$ cat src/rtl/vote_ballot_ctrl_if.sv
// Ballot controller bus interface.
// Groups the officer and button inputs and the status and vote outputs of
// vote_ballot_ctrl.
//   master modport : drives i_* and observes o_* (booth hardware / testbench)
//   slave  modport : the controller itself
// state_dbg exposes the controller FSM state encoding for checkers:
//   0 IDLE, 1 ARMED, 2 EMIT, 3 LOCKOUT, 4 CLOSED
// Signal directions (slave view):
//   in  i_btn_1..3       raw candidate buttons (asynchronous, may bounce)
//   in  i_ballot_enable  officer pulse that arms one ballot
//   in  i_voting_over    level that closes the booth
//   out o_candidate_1..3 one-cycle vote pulse
//   out o_ready          ballot armed
//   out o_vote_done      one-cycle pulse, coincident with the vote pulse
//   out o_error          one-cycle multi-press pulse
//   out o_timeout        one-cycle ballot-voided pulse
//   out o_closed         booth closed (sticky until rst)
//   out o_ballots_cast   saturating vote count
//   out state_dbg        FSM state
// Handshake: there is no backpressure. Every o_* pulse is valid for exactly
// one clock cycle and the consumer must be ready to take it on that cycle.
interface vote_ballot_ctrl_if #(
  parameter int CNT_W = 16
);
  logic             i_btn_1;
  logic             i_btn_2;
  logic             i_btn_3;
  logic             i_ballot_enable;
  logic             i_voting_over;
  logic             o_candidate_1;
  logic             o_candidate_2;
  logic             o_candidate_3;
  logic             o_ready;
  logic             o_vote_done;
  logic             o_error;
  logic             o_timeout;
  logic             o_closed;
  logic [CNT_W-1:0] o_ballots_cast;
  logic [2:0]       state_dbg;

  modport master (
    output i_btn_1, i_btn_2, i_btn_3, i_ballot_enable, i_voting_over,
    input  o_candidate_1, o_candidate_2, o_candidate_3, o_ready, o_vote_done,
           o_error, o_timeout, o_closed, o_ballots_cast, state_dbg
  );

  modport slave (
    input  i_btn_1, i_btn_2, i_btn_3, i_ballot_enable, i_voting_over,
    output o_candidate_1, o_candidate_2, o_candidate_3, o_ready, o_vote_done,
           o_error, o_timeout, o_closed, o_ballots_cast, state_dbg
  );
endinterface

$ cat src/rtl/vote_ballot_ctrl.sv
// Ballot front-end for voting_machine.
// Synchronises and debounces three raw candidate buttons, accepts one vote
// per officer-issued ballot and emits a single-cycle o_candidate_k pulse.
// Ambiguous multi-button presses raise o_error, unused ballots time out and
// the booth locks permanently once voting closes.
// Ports:
//   clk  rising-edge clock
//   rst  asynchronous active-high reset
//   bus  vote_ballot_ctrl_if slave modport (buttons, officer controls, status)
module vote_ballot_ctrl #(
  parameter int DEBOUNCE_CYCLES = 4,
  parameter int LOCKOUT_CYCLES  = 8,
  parameter int TIMEOUT_CYCLES  = 1000,
  parameter int CNT_W           = 16
) (
  input logic               clk,
  input logic               rst,
  vote_ballot_ctrl_if.slave bus
);

  localparam int DW   = $clog2(DEBOUNCE_CYCLES + 1);
  localparam int MAXC = (TIMEOUT_CYCLES > LOCKOUT_CYCLES) ? TIMEOUT_CYCLES : LOCKOUT_CYCLES;
  localparam int TW   = $clog2(MAXC) + 1;

  typedef enum logic [2:0] {
    IDLE    = 3'd0,
    ARMED   = 3'd1,
    EMIT    = 3'd2,
    LOCKOUT = 3'd3,
    CLOSED  = 3'd4
  } state_t;

  // ---------------- input path ----------------
  logic [2:0]    raw;
  logic [2:0]    sync1, sync2, deb, deb_q;
  logic [DW-1:0] dcnt [3];
  logic [2:0]    events;
  logic          one_ev, multi_ev;

  assign raw = {bus.i_btn_3, bus.i_btn_2, bus.i_btn_1};

  always_ff @(posedge clk or posedge rst) begin
    if (rst) begin
      sync1 <= '0;
      sync2 <= '0;
      deb   <= '0;
      deb_q <= '0;
      for (int k = 0; k < 3; k++) dcnt[k] <= '0;
    end else begin
      sync1 <= raw;
      sync2 <= sync1;
      deb_q <= deb;
      for (int k = 0; k < 3; k++) begin
        if (sync2[k]) begin
          // Count saturates at the threshold; the level sets on the edge
          // the count reaches it and then holds while the button stays high.
          if (dcnt[k] != DW'(DEBOUNCE_CYCLES)) dcnt[k] <= dcnt[k] + 1'b1;
          if (dcnt[k] == DW'(DEBOUNCE_CYCLES - 1)) deb[k] <= 1'b1;
        end else begin
          dcnt[k] <= '0;
          deb[k]  <= 1'b0;
        end
      end
    end
  end

  assign events   = deb & ~deb_q;
  assign one_ev   = (events != 3'b000) && ((events & (events - 3'b001)) == 3'b000);
  assign multi_ev = (events != 3'b000) && !one_ev;

  // ---------------- ballot FSM ----------------
  state_t           state, state_n;
  logic [TW-1:0]    tmr, tmr_n;
  logic [2:0]       cand_q, cand_n;
  logic             err_q, err_n;
  logic             to_q, to_n;
  logic [CNT_W-1:0] cast_q, cast_n;

  always_ff @(posedge clk or posedge rst) begin
    if (rst) begin
      state  <= IDLE;
      tmr    <= '0;
      cand_q <= '0;
      err_q  <= 1'b0;
      to_q   <= 1'b0;
      cast_q <= '0;
    end else begin
      state  <= state_n;
      tmr    <= tmr_n;
      cand_q <= cand_n;
      err_q  <= err_n;
      to_q   <= to_n;
      cast_q <= cast_n;
    end
  end

  always_comb begin
    state_n = state;
    tmr_n   = tmr;
    cand_n  = cand_q;
    err_n   = 1'b0;
    to_n    = 1'b0;
    cast_n  = cast_q;
    case (state)
      IDLE: begin
        if (bus.i_voting_over) begin
          state_n = CLOSED;
        end else if (bus.i_ballot_enable) begin
          state_n = ARMED;
          tmr_n   = '0;
        end
      end
      ARMED: begin
        // Closing discards the ballot silently; a valid vote beats timeout.
        if (bus.i_voting_over) begin
          state_n = CLOSED;
        end else if (one_ev) begin
          state_n = EMIT;
          cand_n  = events;
        end else if (multi_ev) begin
          err_n = 1'b1;
          // Hold the timer at its last value so a multi-press on the final
          // cycle defers the timeout by one cycle rather than wrapping.
          if (tmr != TW'(TIMEOUT_CYCLES - 1)) tmr_n = tmr + 1'b1;
        end else if (tmr == TW'(TIMEOUT_CYCLES - 1)) begin
          state_n = IDLE;
          to_n    = 1'b1;
        end else begin
          tmr_n = tmr + 1'b1;
        end
      end
      EMIT: begin
        cast_n  = (&cast_q) ? cast_q : cast_q + 1'b1;
        tmr_n   = '0;
        state_n = bus.i_voting_over ? CLOSED : LOCKOUT;
      end
      LOCKOUT: begin
        if (bus.i_voting_over) begin
          state_n = CLOSED;
        end else if (tmr != TW'(LOCKOUT_CYCLES - 1)) begin
          tmr_n = tmr + 1'b1;
        end else if (deb == 3'b000) begin
          state_n = IDLE;
        end
      end
      CLOSED: state_n = CLOSED;
      default: state_n = IDLE;
    endcase
  end

  // ---------------- outputs ----------------
  assign bus.o_candidate_1  = (state == EMIT) && cand_q[0];
  assign bus.o_candidate_2  = (state == EMIT) && cand_q[1];
  assign bus.o_candidate_3  = (state == EMIT) && cand_q[2];
  assign bus.o_vote_done    = (state == EMIT);
  assign bus.o_ready        = (state == ARMED);
  assign bus.o_closed       = (state == CLOSED);
  assign bus.o_error        = err_q;
  assign bus.o_timeout      = to_q;
  assign bus.o_ballots_cast = cast_q;
  assign bus.state_dbg      = state;

endmodule

$ cat src/flat_wrapper.sv
// flat-port wrapper written by rule: the top's interface ports become plain ports
module vote_ballot_ctrl_flat 
#(
  parameter int DEBOUNCE_CYCLES = 4,
  parameter int LOCKOUT_CYCLES  = 8,
  parameter int TIMEOUT_CYCLES  = 1000,
  parameter int CNT_W           = 16
)
  (clk, rst, bus_i_btn_1, bus_i_btn_2, bus_i_btn_3, bus_i_ballot_enable, bus_i_voting_over, bus_o_candidate_1, bus_o_candidate_2, bus_o_candidate_3, bus_o_ready, bus_o_vote_done, bus_o_error, bus_o_timeout, bus_o_closed, bus_o_ballots_cast, bus_state_dbg);
  vote_ballot_ctrl_if #(.CNT_W(CNT_W)) bus_i ();
  input logic clk;
  input logic rst;
  input wire logic [$bits(bus_i.i_btn_1)-1:0] bus_i_btn_1;
  input wire logic [$bits(bus_i.i_btn_2)-1:0] bus_i_btn_2;
  input wire logic [$bits(bus_i.i_btn_3)-1:0] bus_i_btn_3;
  input wire logic [$bits(bus_i.i_ballot_enable)-1:0] bus_i_ballot_enable;
  input wire logic [$bits(bus_i.i_voting_over)-1:0] bus_i_voting_over;
  output wire logic [$bits(bus_i.o_candidate_1)-1:0] bus_o_candidate_1;
  output wire logic [$bits(bus_i.o_candidate_2)-1:0] bus_o_candidate_2;
  output wire logic [$bits(bus_i.o_candidate_3)-1:0] bus_o_candidate_3;
  output wire logic [$bits(bus_i.o_ready)-1:0] bus_o_ready;
  output wire logic [$bits(bus_i.o_vote_done)-1:0] bus_o_vote_done;
  output wire logic [$bits(bus_i.o_error)-1:0] bus_o_error;
  output wire logic [$bits(bus_i.o_timeout)-1:0] bus_o_timeout;
  output wire logic [$bits(bus_i.o_closed)-1:0] bus_o_closed;
  output wire logic [$bits(bus_i.o_ballots_cast)-1:0] bus_o_ballots_cast;
  output wire logic [$bits(bus_i.state_dbg)-1:0] bus_state_dbg;
  assign bus_i.i_btn_1 = bus_i_btn_1;
  assign bus_i.i_btn_2 = bus_i_btn_2;
  assign bus_i.i_btn_3 = bus_i_btn_3;
  assign bus_i.i_ballot_enable = bus_i_ballot_enable;
  assign bus_i.i_voting_over = bus_i_voting_over;
  assign bus_o_candidate_1 = bus_i.o_candidate_1;
  assign bus_o_candidate_2 = bus_i.o_candidate_2;
  assign bus_o_candidate_3 = bus_i.o_candidate_3;
  assign bus_o_ready = bus_i.o_ready;
  assign bus_o_vote_done = bus_i.o_vote_done;
  assign bus_o_error = bus_i.o_error;
  assign bus_o_timeout = bus_i.o_timeout;
  assign bus_o_closed = bus_i.o_closed;
  assign bus_o_ballots_cast = bus_i.o_ballots_cast;
  assign bus_state_dbg = bus_i.state_dbg;
  vote_ballot_ctrl #(.DEBOUNCE_CYCLES(DEBOUNCE_CYCLES), .LOCKOUT_CYCLES(LOCKOUT_CYCLES), .TIMEOUT_CYCLES(TIMEOUT_CYCLES), .CNT_W(CNT_W)) u_core (.clk(clk), .rst(rst), .bus(bus_i));
endmodule
$ cat config.mk
export PLATFORM = sky130hd
export DESIGN_NAME = vote_ballot_ctrl_flat
export DESIGN_NICKNAME = d
export VERILOG_FILES = /design/src/rtl/vote_ballot_ctrl_if.sv /design/src/rtl/vote_ballot_ctrl.sv /design/src/flat_wrapper.sv
export SDC_FILE = /design/constraint.sdc
export NUM_CORES = 1
export LEC_CHECK = 0
export ABC_CLOCK_PERIOD_IN_PS = 1900
export CAP_MARGIN = 10
export CORE_ASPECT_RATIO = 1.5
export CORE_MARGIN = 5
export CORE_UTILIZATION = 45
export CTS_CLUSTER_DIAMETER = 150
export DETAILED_ROUTE_END_ITERATION = 6
export DONT_BUFFER_PORTS = 1
export SKIP_LAST_GASP = 1
export SYNTH_ARGS = -nofsm -noshare
export SYNTH_HDL_FRONTEND = slang
export SYNTH_SLANG_ARGS = --single-unit
export TNS_END_PERCENT = 100
$ cat constraint.sdc
create_clock -name clk -period 1.9 [get_ports clk]
set_input_delay 0.285 -clock clk [delete_from_list [all_inputs] [get_ports clk]]
set_output_delay 0.285 -clock clk [all_outputs]
set_load 0.005 [all_outputs]
Word level (Yosys, flattened, before mapping)
Cells that the tools add are included.

Bits in registers: 56. Output and inout bits: 27. Input port bits: 7.

Bitwise gates (word level): 5. Reduce and logical (&&, ||, !) cells: 16. $add $sub $neg: 6. Muxes and demuxes: 42. Eq/ne operators: 32.

Operators by type and width (number): 11-bit two-way mux (9); 3-bit two-way mux (16); 11-bit one-hot mux with 4 select lines (1); 2-bit inequality test (second input constant) (11); 3-bit inequality test (second input constant) (6); 16-bit by 1-bit adder with 16-bit output (second input constant) (1); 16-bit AND reduction (1); 3-bit by 2-bit == test with 1-bit output (second input constant) (5); 1-bit two-way mux (15); 3-bit one-hot mux with 5 select lines (1); 11-bit by 1-bit adder with 11-bit output (second input constant) (1); 11-bit by 10-bit == test with 1-bit output (second input constant) (1); 11-bit by 10-bit inequality test with 1-bit output (second input constant) (1); 11-bit by 3-bit inequality test with 1-bit output (second input constant) (1); 3-bit by 1-bit adder with 3-bit output (second input constant) (3); 3-bit zero test (3); 9-bit AND reduction (1); 3-bit bitwise AND (2); 3-bit by 2-bit inequality test with 1-bit output (second input constant) (2); 1-bit logical AND (5); 5-bit AND reduction (1); 4-bit by 2-bit inequality test with 1-bit output (second input constant) (1); 4-bit by 3-bit inequality test with 1-bit output (second input constant) (1); 4-bit nonzero test (1); 10 further kinds (11).

Logic depth before layout (Yosys ltp)
Gate-level depths: netlist (run 1).

Word-level depth: 12. Mapped depth: 7. Gate-level depth less buffers: 6.

Worst setup path after synthesis (run 1)
Ideal clock, no wire load.

Path kind: reg2reg. Start: register u_core.cast_q[0] (netlist: u_core.bus.o_ballots_cast[0]). End: register u_core.cast_q[1] (netlist: u_core.bus.o_ballots_cast[1]). Data arrival time: 1520 ps. Buffers on the path: 0. Cell stages (with the launch flop): 6. Setup time: 128 ps. Slack: 253 ps. Period minus slack after synthesis: 1647 ps. Cell sequence: dfrtp_1 -> ha_1 -> and3_1 -> nor4b_4 -> a21boi_4 -> mux2_1.

Word-level cells in the longest chain between the ends: 3. Elaborated cells between the ends (all ways): 4.

Ends and longest elaborated chain: start, declared (RTL line vote_ballot_ctrl.sv:77) `logic [CNT_W-1:0] cast_q, cast_n;`; start signal, assigned (RTL line vote_ballot_ctrl.sv:93) `cast_q <= cast_n;`; branches (longest 3 deep; another with 16-bit by 1-bit adder with 16-bit output).

Several ways; the timed one is not identified. A chain may end at the register's enable or synchronous reset.

Worst setup path after layout (run 1)
Start: register u_core.tmr[0]. End: register u_core.tmr[5].

Word-level cells in the longest chain between the ends: 6. Elaborated cells between the ends (all ways): 16.

Ends and longest elaborated chain: start, declared (RTL line vote_ballot_ctrl.sv:73) `logic [TW-1:0] tmr, tmr_n;`; start signal, assigned (RTL line vote_ballot_ctrl.sv:89) `tmr <= tmr_n;`; 11-bit by 1-bit adder with 11-bit output (RTL line vote_ballot_ctrl.sv:124, vote_ballot_ctrl.sv:129, vote_ballot_ctrl.sv:141); 11-bit two-way mux, on equally long branches (RTL line vote_ballot_ctrl.sv:125, vote_ballot_ctrl.sv:124); 11-bit two-way mux (RTL line vote_ballot_ctrl.sv:120) `end else if (multi_ev) begin`; 11-bit two-way mux (RTL line vote_ballot_ctrl.sv:117) `end else if (one_ev) begin`; 11-bit two-way mux (RTL line vote_ballot_ctrl.sv:115) `if (bus.i_voting_over) begin`; 11-bit one-hot mux with 4 select lines (RTL line vote_ballot_ctrl.sv:104) `case (state)`.

Several ways; a longest one is shown, not always the timed one. The select of a mux whose other input is x is not followed.

==> results.md, run 1 <==
- Largest net degree at the start of global routing: 36
- Yosys warning count: 0
- Clock Path Buffers: 2
- Die Ht: 109 µm
- Die outline width: 75.7 µm
- Data required, critical path: 2.16 ns
- Net Sw Frac: 30.7%
- Cell taking the most area after synthesis: dfrtp_1
- WL/cell: 16.2 µm
- Core box area: 0.00640 mm²
- EDFF count, synth: 0
- Maxcap violations: 0
- Worst Path Arrival: 2.07 ns
- Met2 Resource Use GR: 29.2%
- Share of cells above drive strength 1: 15.4%
- Period minus WS final: 1.81 ns
- Combinational Power Share: 23.5%
- RSZ-0062 raised after global routing: no
- GP Congestion: 0.813
- Hold Fails Final Rpt: 0
- Detailed-route via count: 2025
- Fin nets: 299
- Max-slew violation count: 0
- Clk slew on worst S/H paths: 0.10 ns
- Initial DRT Pass Iterations: 5
- Predominant post-synthesis flop cell: dfrtp_1
- Total power: 0.00296 W
- Max_slew headroom: 69.0%
- Iteration-0 DRC Markers: 67
- Post-synth top area share: 48.0%
- Area contributors post-synth: dfrtp_1, ha_1, xnor2_1
- First-pass GRT wire length: 10300 µm
- Skew final: 0.00805 ns
- Pint: 0.00205 W
- Leak Pwr: 1.48 nW
- CTS tree: built
- Power Density: 921 mW/mm²
- Worst Path Max Fanout: 6
- Initial antenna violation count: 0
- Most common cell after layout, fill and taps aside: dfrtp_1
- Mapped Nets: 281
- Clock power share: 25.5%
- ANT nets after route: 0
- Tot GR Track Use: 16.4%
- Peak VDD IR: 561 µV
- Root Driver: clkbuf_8
- Fill count: 616
- Congestion Overflow GR: 0
- Sequential area share after synthesis: 48.0%
- Initial Util: 45.6%
- Insertion delay to the later sink of the worst-skew pair: 0.32 ns
- Final Cycle Share: 95.5%
- I/O pin count: 34
- Drt total wl: 5780 µm
- Setup CP Type: flop to flop
- Sequential share of power: 51.0%
- Via/cell ratio: 5.69
- Vias in the first global route: 2115
- Post-synthesis register bit count: 56
- Avg Inst Size Synth: 11.1 µm²
- Syn Inst Count: 263
- Max Clock Freq: 0.551 GHz
- Hold WC Path Type: primary input to flop
- Dpl hpwl: 4390 µm
- DR DRC count: 0
- GR peak layer: met2
- Antenna diode count: 0
- Synthesized area: 0.00292 mm²
- TritonCTS buffer count: 5
- Status: completed
- Crit path launch type: flop
- Worst-Margin Slew: 0.464 ns
- Most frequent cells in the layout: dfrtp_1, nand2_1, nor2_1
- Met1 GRT Util: 18.1%
- # setup viols final: 0
- Clock tree sinks: 56
- Post-route setup TNS: 0 ns
- Asr flop ratio synth: 100%
- Area growth syn-to-layout: 10.1%
- Switching Power: 0.000910 W
- Die area: 0.00823 mm²
- Crit end category: flop
- Row count: 36
- Synth unique cells: 53
- H-tree depth: 2
- Met3 usage: 4.24%
- PortBufs: 0
-- flip-flops by register name (all words and copies together) (netlist names), 3 cells and up --
name / count
u_core.sync2: 3
u_core.dcnt: 9
u_core.bus.o_ballots_cast: 16
u_core.deb_q: 3
u_core.bus.state_dbg: 3
u_core.tmr: 11
u_core.deb: 3
u_core.sync1: 3
u_core.cand_q: 3
-- cell usage after synthesis (8+ instances only) --
cell type,n
ha_1,11
o21ai_0,10
dfrtp_1,56
nand2_1,21
o22a_1,8
and2_1,11
inv_1,14
xnor2_1,12
nand3_1,9
nor2_1,14
-- per-layer routing --
metal  vias to the layer above  wire length [µm]
met3                         8               272
li1                        980                 -
met4                         0               127
met2                        44              3140
met5                         -                 0
met1                       993              2240
-- timing repair --
action                     CTS  global route
setup buffers                0             1
gates resized for setup      0             3
hold endpoints to repair    24             0
setup endpoints to repair    0             8
hold buffers                 4             0
-- cell type report --
| class | count | area, µm² | share of cell area (%) |
|---|---|---|---|
| multi-input combinational | 189 | 1430 | 44.5 |
| sequential | 56 | 1400 | 43.6 |
| timing repair buffer | 15 | 135 | 4.21 |
| tap | 76 | 95.1 | 2.96 |
| clock buffer | 5 | 68.8 | 2.14 |
| inverter | 14 | 52.6 | 1.64 |
| clock inverter | 1 | 30.0 | 0.935 |
-- critical path, cell delays in order, from the launching register on --
cell and delay [ns]:
dfrtp_1 0.41, ha_1 0.24, and2_1 0.20, and4_1 0.23, a21oi_2 0.31, o2111a_1 0.24
o22a_1 0.13
-- worst paths after layout --
check	startpoint	endpoint	slack (ns)	depth (start not counted)
min in group asynchronous	rst	u_core.cand_q[1]	0.43	2
hold reg to reg	u_core.sync1[1]	u_core.sync2[1]	0.34	0
hold / removal	bus_i_ballot_enable	u_core.bus.state_dbg[0]	0.1	1
max in group asynchronous	rst	u_core.bus.o_ballots_cast[15]	0.94	3
setup / recovery	u_core.tmr[0]	u_core.tmr[5]	0.09	6
setup reg to reg	u_core.tmr[0]	u_core.tmr[5]	0.09	6
-- logic make-up (layout without fill, tap and decap cells) --
group,Yosys count,in the layout,synth area share [%]
AOI/OAI and AO/OA,55,55,16.2
buffers and inverters,18,35,3.09
DFF,56,56,48.0
xor gates and xnor gates,19,19,5.70
and+or+nand+nor,95,95,19.0
muxes,8,8,2.96
adders and majority gates,12,12,5.06
-- power groups by stage --
stage	Clock (W)	Combinational [W]	Sequential [W]
6_report	0.000754	0.000695	0.00151
3_3_place_gp	0	0.000683	0.00153
2_1_floorplan	0	0.000591	0.00150
5_1_grt	0.000826	0.000810	0.00154
4_1_cts	0.000790	0.000714	0.00152
3_5_place_dp	0	0.000703	0.00154
-- stage by stage --
stage	cells	hold slack, ns	area, µm²	worst slack [ns]	utilization (%)
2_1_floorplan	263	0.316	2920	0.244	-
3_3_place_gp	345	0.222	3060	0.132	47.9
3_5_place_dp	345	0.221	3060	0.0776	47.9
4_1_cts	355	0.0869	3200	0.0487	50.1
5_1_grt	356	0.0887	3210	0.0000222	50.2
6_report	356	0.0971	3210	0.0863	50.2
No activity file was read; power rests on OpenSTA's default activity.
==> run 2, diff against run 1 <==
--- a/config.mk
+++ b/config.mk
@@ -8,5 +8,4 @@
 export ABC_CLOCK_PERIOD_IN_PS = 1900
-export CAP_MARGIN = 10
 export CORE_ASPECT_RATIO = 1.5
-export CORE_MARGIN = 5
+export CORE_MARGIN = 2
 export CORE_UTILIZATION = 45
==> constraint.sdc (replaced) <==
create_clock -name clk -period 1.9 [get_ports clk]
set_input_delay 0.38 -clock clk [delete_from_list [all_inputs] [get_ports clk]]
set_output_delay 0.38 -clock clk [all_outputs]
set_load 0.005 [all_outputs]
==> run 2 against run 1 <==
- clock skew fell by 0.0048 ns
- sequential cell count unchanged
- design area shrank 0.43%
- cell count fell by 0.28%
- combinational power up 6.8%
- via count is 0.99% higher
- largest power group unchanged
==> results.md, run 2 (synthesis results as in run 1) <==
- Status: completed
- Vias in the first global route: 2125 (+0.47%)
- Tot GR Track Use: 17.5% (+1.0 points)
- PortBufs: 0 (unchanged)
- Data required, critical path: 2.15 ns (about the same)
- Die area: 0.00716 mm² (-13%)
- WL/cell: 16.5 µm (+1.5%)
- Maxcap violations: 0 (unchanged)
- Clk slew on worst S/H paths: 0.10 ns (about the same)
- Worst setup path endpoint: u_core.tmr[2]
- Most frequent cells in the layout: dfrtp_1, nand2_1, nor2_1
- Congestion Overflow GR: 0 (unchanged)
- Crit end category: flop
- Net Sw Frac: 32.2% (+1.5 points)
- Fin nets: 299 (unchanged)
- Post-Route Utilization: 51.4% (+1.2 points)
- Max reg flops: 16 (unchanged)
- DR DRC count: 0 (unchanged)
- Worst path max stage delay: 0.41 ns (about the same)
- Die outline width: 69.7 µm (-7.9%)
- Insertion delay to the later sink of the worst-skew pair: 0.30 ns (-0.02 ns)
- # setup viols final: 0 (unchanged)
- Initial antenna violation count: 0 (unchanged)
- Worst-Margin Slew: 0.535 ns (+0.0712 ns)
- Core box area: 0.00622 mm² (-2.8%)
- Max-slew violation count: 0 (unchanged)
- Combinational Power Share: 25.9% (+2.4 points)
- Clock power share: 22.1% (-3.4 points)
- H-tree depth: 2 (unchanged)
- Critical Path Stages: 6 (unchanged)
- Area growth syn-to-layout: 9.65%
- Critical Path Source: u_core.tmr[0]
- Initial DRT Pass Iterations: 4 (-1)
- Hold Fails Final Rpt: 0 (unchanged)
- Skew final: 0.00323 ns (-0.00482 ns)
- Total power: 0.00287 W (-3.2%)
- I/O pin count: 34 (unchanged)
- Sequential share of power: 52.0% (+1.0 points)
- FF+latch area: 0.00140 mm² (unchanged)
- ANT nets after route: 0 (unchanged)
- Peak VDD IR: 394 µV (-30%)
- R2r setup slk: 0.12 ns (+0.03 ns)
- Via/cell ratio: 5.76 (+1.3%)
- Largest net degree at the start of global routing: 34 (-5.6%)
- Reg2reg start: u_core.tmr[0]
- Delay-heaviest family, CP: compound AO/OA/AOI/OAI gates
- First-pass GRT wire length: 10000 µm (-2.6%)
- Post-route setup TNS: 0 ns (unchanged)
- CP max-delay cell: dfrtp_1
- Worst Path Max Fanout: 4 (-2)
- Initial Util: 46.9% (+1.3 points)
- Switching Power: 0.000924 W (+1.6%)
- Iteration-0 DRC Markers: 97 (+45%)
- Hold WC Path Type: primary input to flop
- Most common cell after layout, fill and taps aside: dfrtp_1
- Antenna diode count: 0 (unchanged)
- Detailed-route via count: 2045 (+0.99%)
- Crit Reg-Reg Endpoint: u_core.tmr[2]
- Clock Path Buffers: 2 (unchanged)
- Max Clock Freq: 0.560 GHz (+1.7%)
- Crit path launch type: flop
- Worst Path Arrival: 2.03 ns (-0.04 ns)
- Setup CP Type: flop to flop
- Root Driver: clkbuf_8
- TritonCTS buffer count: 5 (unchanged)
- Leak Pwr: 1.48 nW (-0.17%)
- CTS tree: built
- Drt total wl: 5860 µm (+1.2%)
- Share of cells above drive strength 1: 16.4% (+1.0 points)
- GP Congestion: 0.848 (+4.3%)
- Die Ht: 103 µm (-5.5%)
- Worst r2r path cells: 6 (unchanged)
- Final Cycle Share: 93.9% (-1.6 points)
- RSZ-0062 raised after global routing: yes
- Dpl hpwl: 4320 µm (-1.6%)
- Pint: 0.00194 W (-5.2%)
- Row count: 35 (-2.8%)
- Clock tree sinks: 56 (unchanged)
- Period minus WS final: 1.78 ns (-0.0295 ns)
- Fill count: 575 (-6.7%)
- Area taken by multi-input logic gates: 0.00144 mm² (+0.96%)
- Max_slew headroom: 64.3% (-4.8 points)
- WP buf/inv: 0 (unchanged)
- Power Density: 896 mW/mm² (-2.7%)
- Worst path cell trace: ha_1 -> and2_1 -> and4_1 -> a211oi_2 -> o211a_1 -> o22a_1
[run 2: layout make-up]
class | count | area share (%)
tap | 74 | 2.89
clock buffer | 6 | 2.27
multi-input combinational | 189 | 45.1
inverter | 14 | 1.64
sequential | 56 | 43.8
clock inverter | 1 | 0.274
timing repair buffer | 15 | 3.99
[run 2: worst min path at each step]
| stage | from | endpoint | slack [ns] | depth (start not counted) |
|---|---|---|---|---|
| after floorplan | u_core.sync1[0] | u_core.sync2[0] | 0.33 | 0 |
| after global placement | u_core.sync1[2] | u_core.sync2[2] | 0.33 | 0 |
| after detailed placement | rst | u_core.sync1[2] | 0.34 | 1 |
| after CTS | bus_i_btn_3 | u_core.sync1[2] | 0.08 | 0 |
| after global routing | bus_i_btn_3 | u_core.sync1[2] | 0.07 | 0 |
| final | bus_i_btn_2 | u_core.sync1[1] | 0.1 | 0 |
[run 2: worst register-to-register path: stages (launching register included)]
cell and delay [ns]:
dfrtp_1 0.41, ha_1 0.24, and2_1 0.19, and4_1 0.24, a211oi_2 0.31, o211a_1 0.20
o22a_1 0.13
[run 2: timing repair]
action,CTS,global route
endpoints found under the hold margin,6,0
hold buffers,1,0
endpoints found under the setup margin,0,10
resized for setup,0,5
buffers inserted,0,3
[run 2: power groups by stage]
stage	clock network, W	logic (W)	registers [W]
final	0.000633	0.000742	0.00149
after global routing	0.000713	0.000848	0.00152
after detailed placement	0	0.000737	0.00151
after global placement	0	0.000729	0.00151
after floorplan	0	0.000591	0.00150
after CTS	0.000668	0.000743	0.00149
[run 2: metal layers]
metal  wire length, µm  GRT usage [%]  part of all wire (%)
met1              2400           19.7                    41
met4                64           6.80                   1.1
met3               344           4.69                   5.9
met5                 0              0                     0
met2              3040           31.7                    52
[run 2: metrics by stage]
stage | std cells | hold slack [ns] | instance area, µm² | setup WS (ns)
CTS | 352 | 0.0790 | 3160 | 0.000592
detailed placement | 344 | 0.337 | 3070 | 0.0983
finish | 355 | 0.0953 | 3200 | 0.116
global route | 355 | 0.0689 | 3200 | -0.00818
global placement | 344 | 0.332 | 3070 | 0.127
floorplan | 263 | 0.331 | 2920 | 0.149
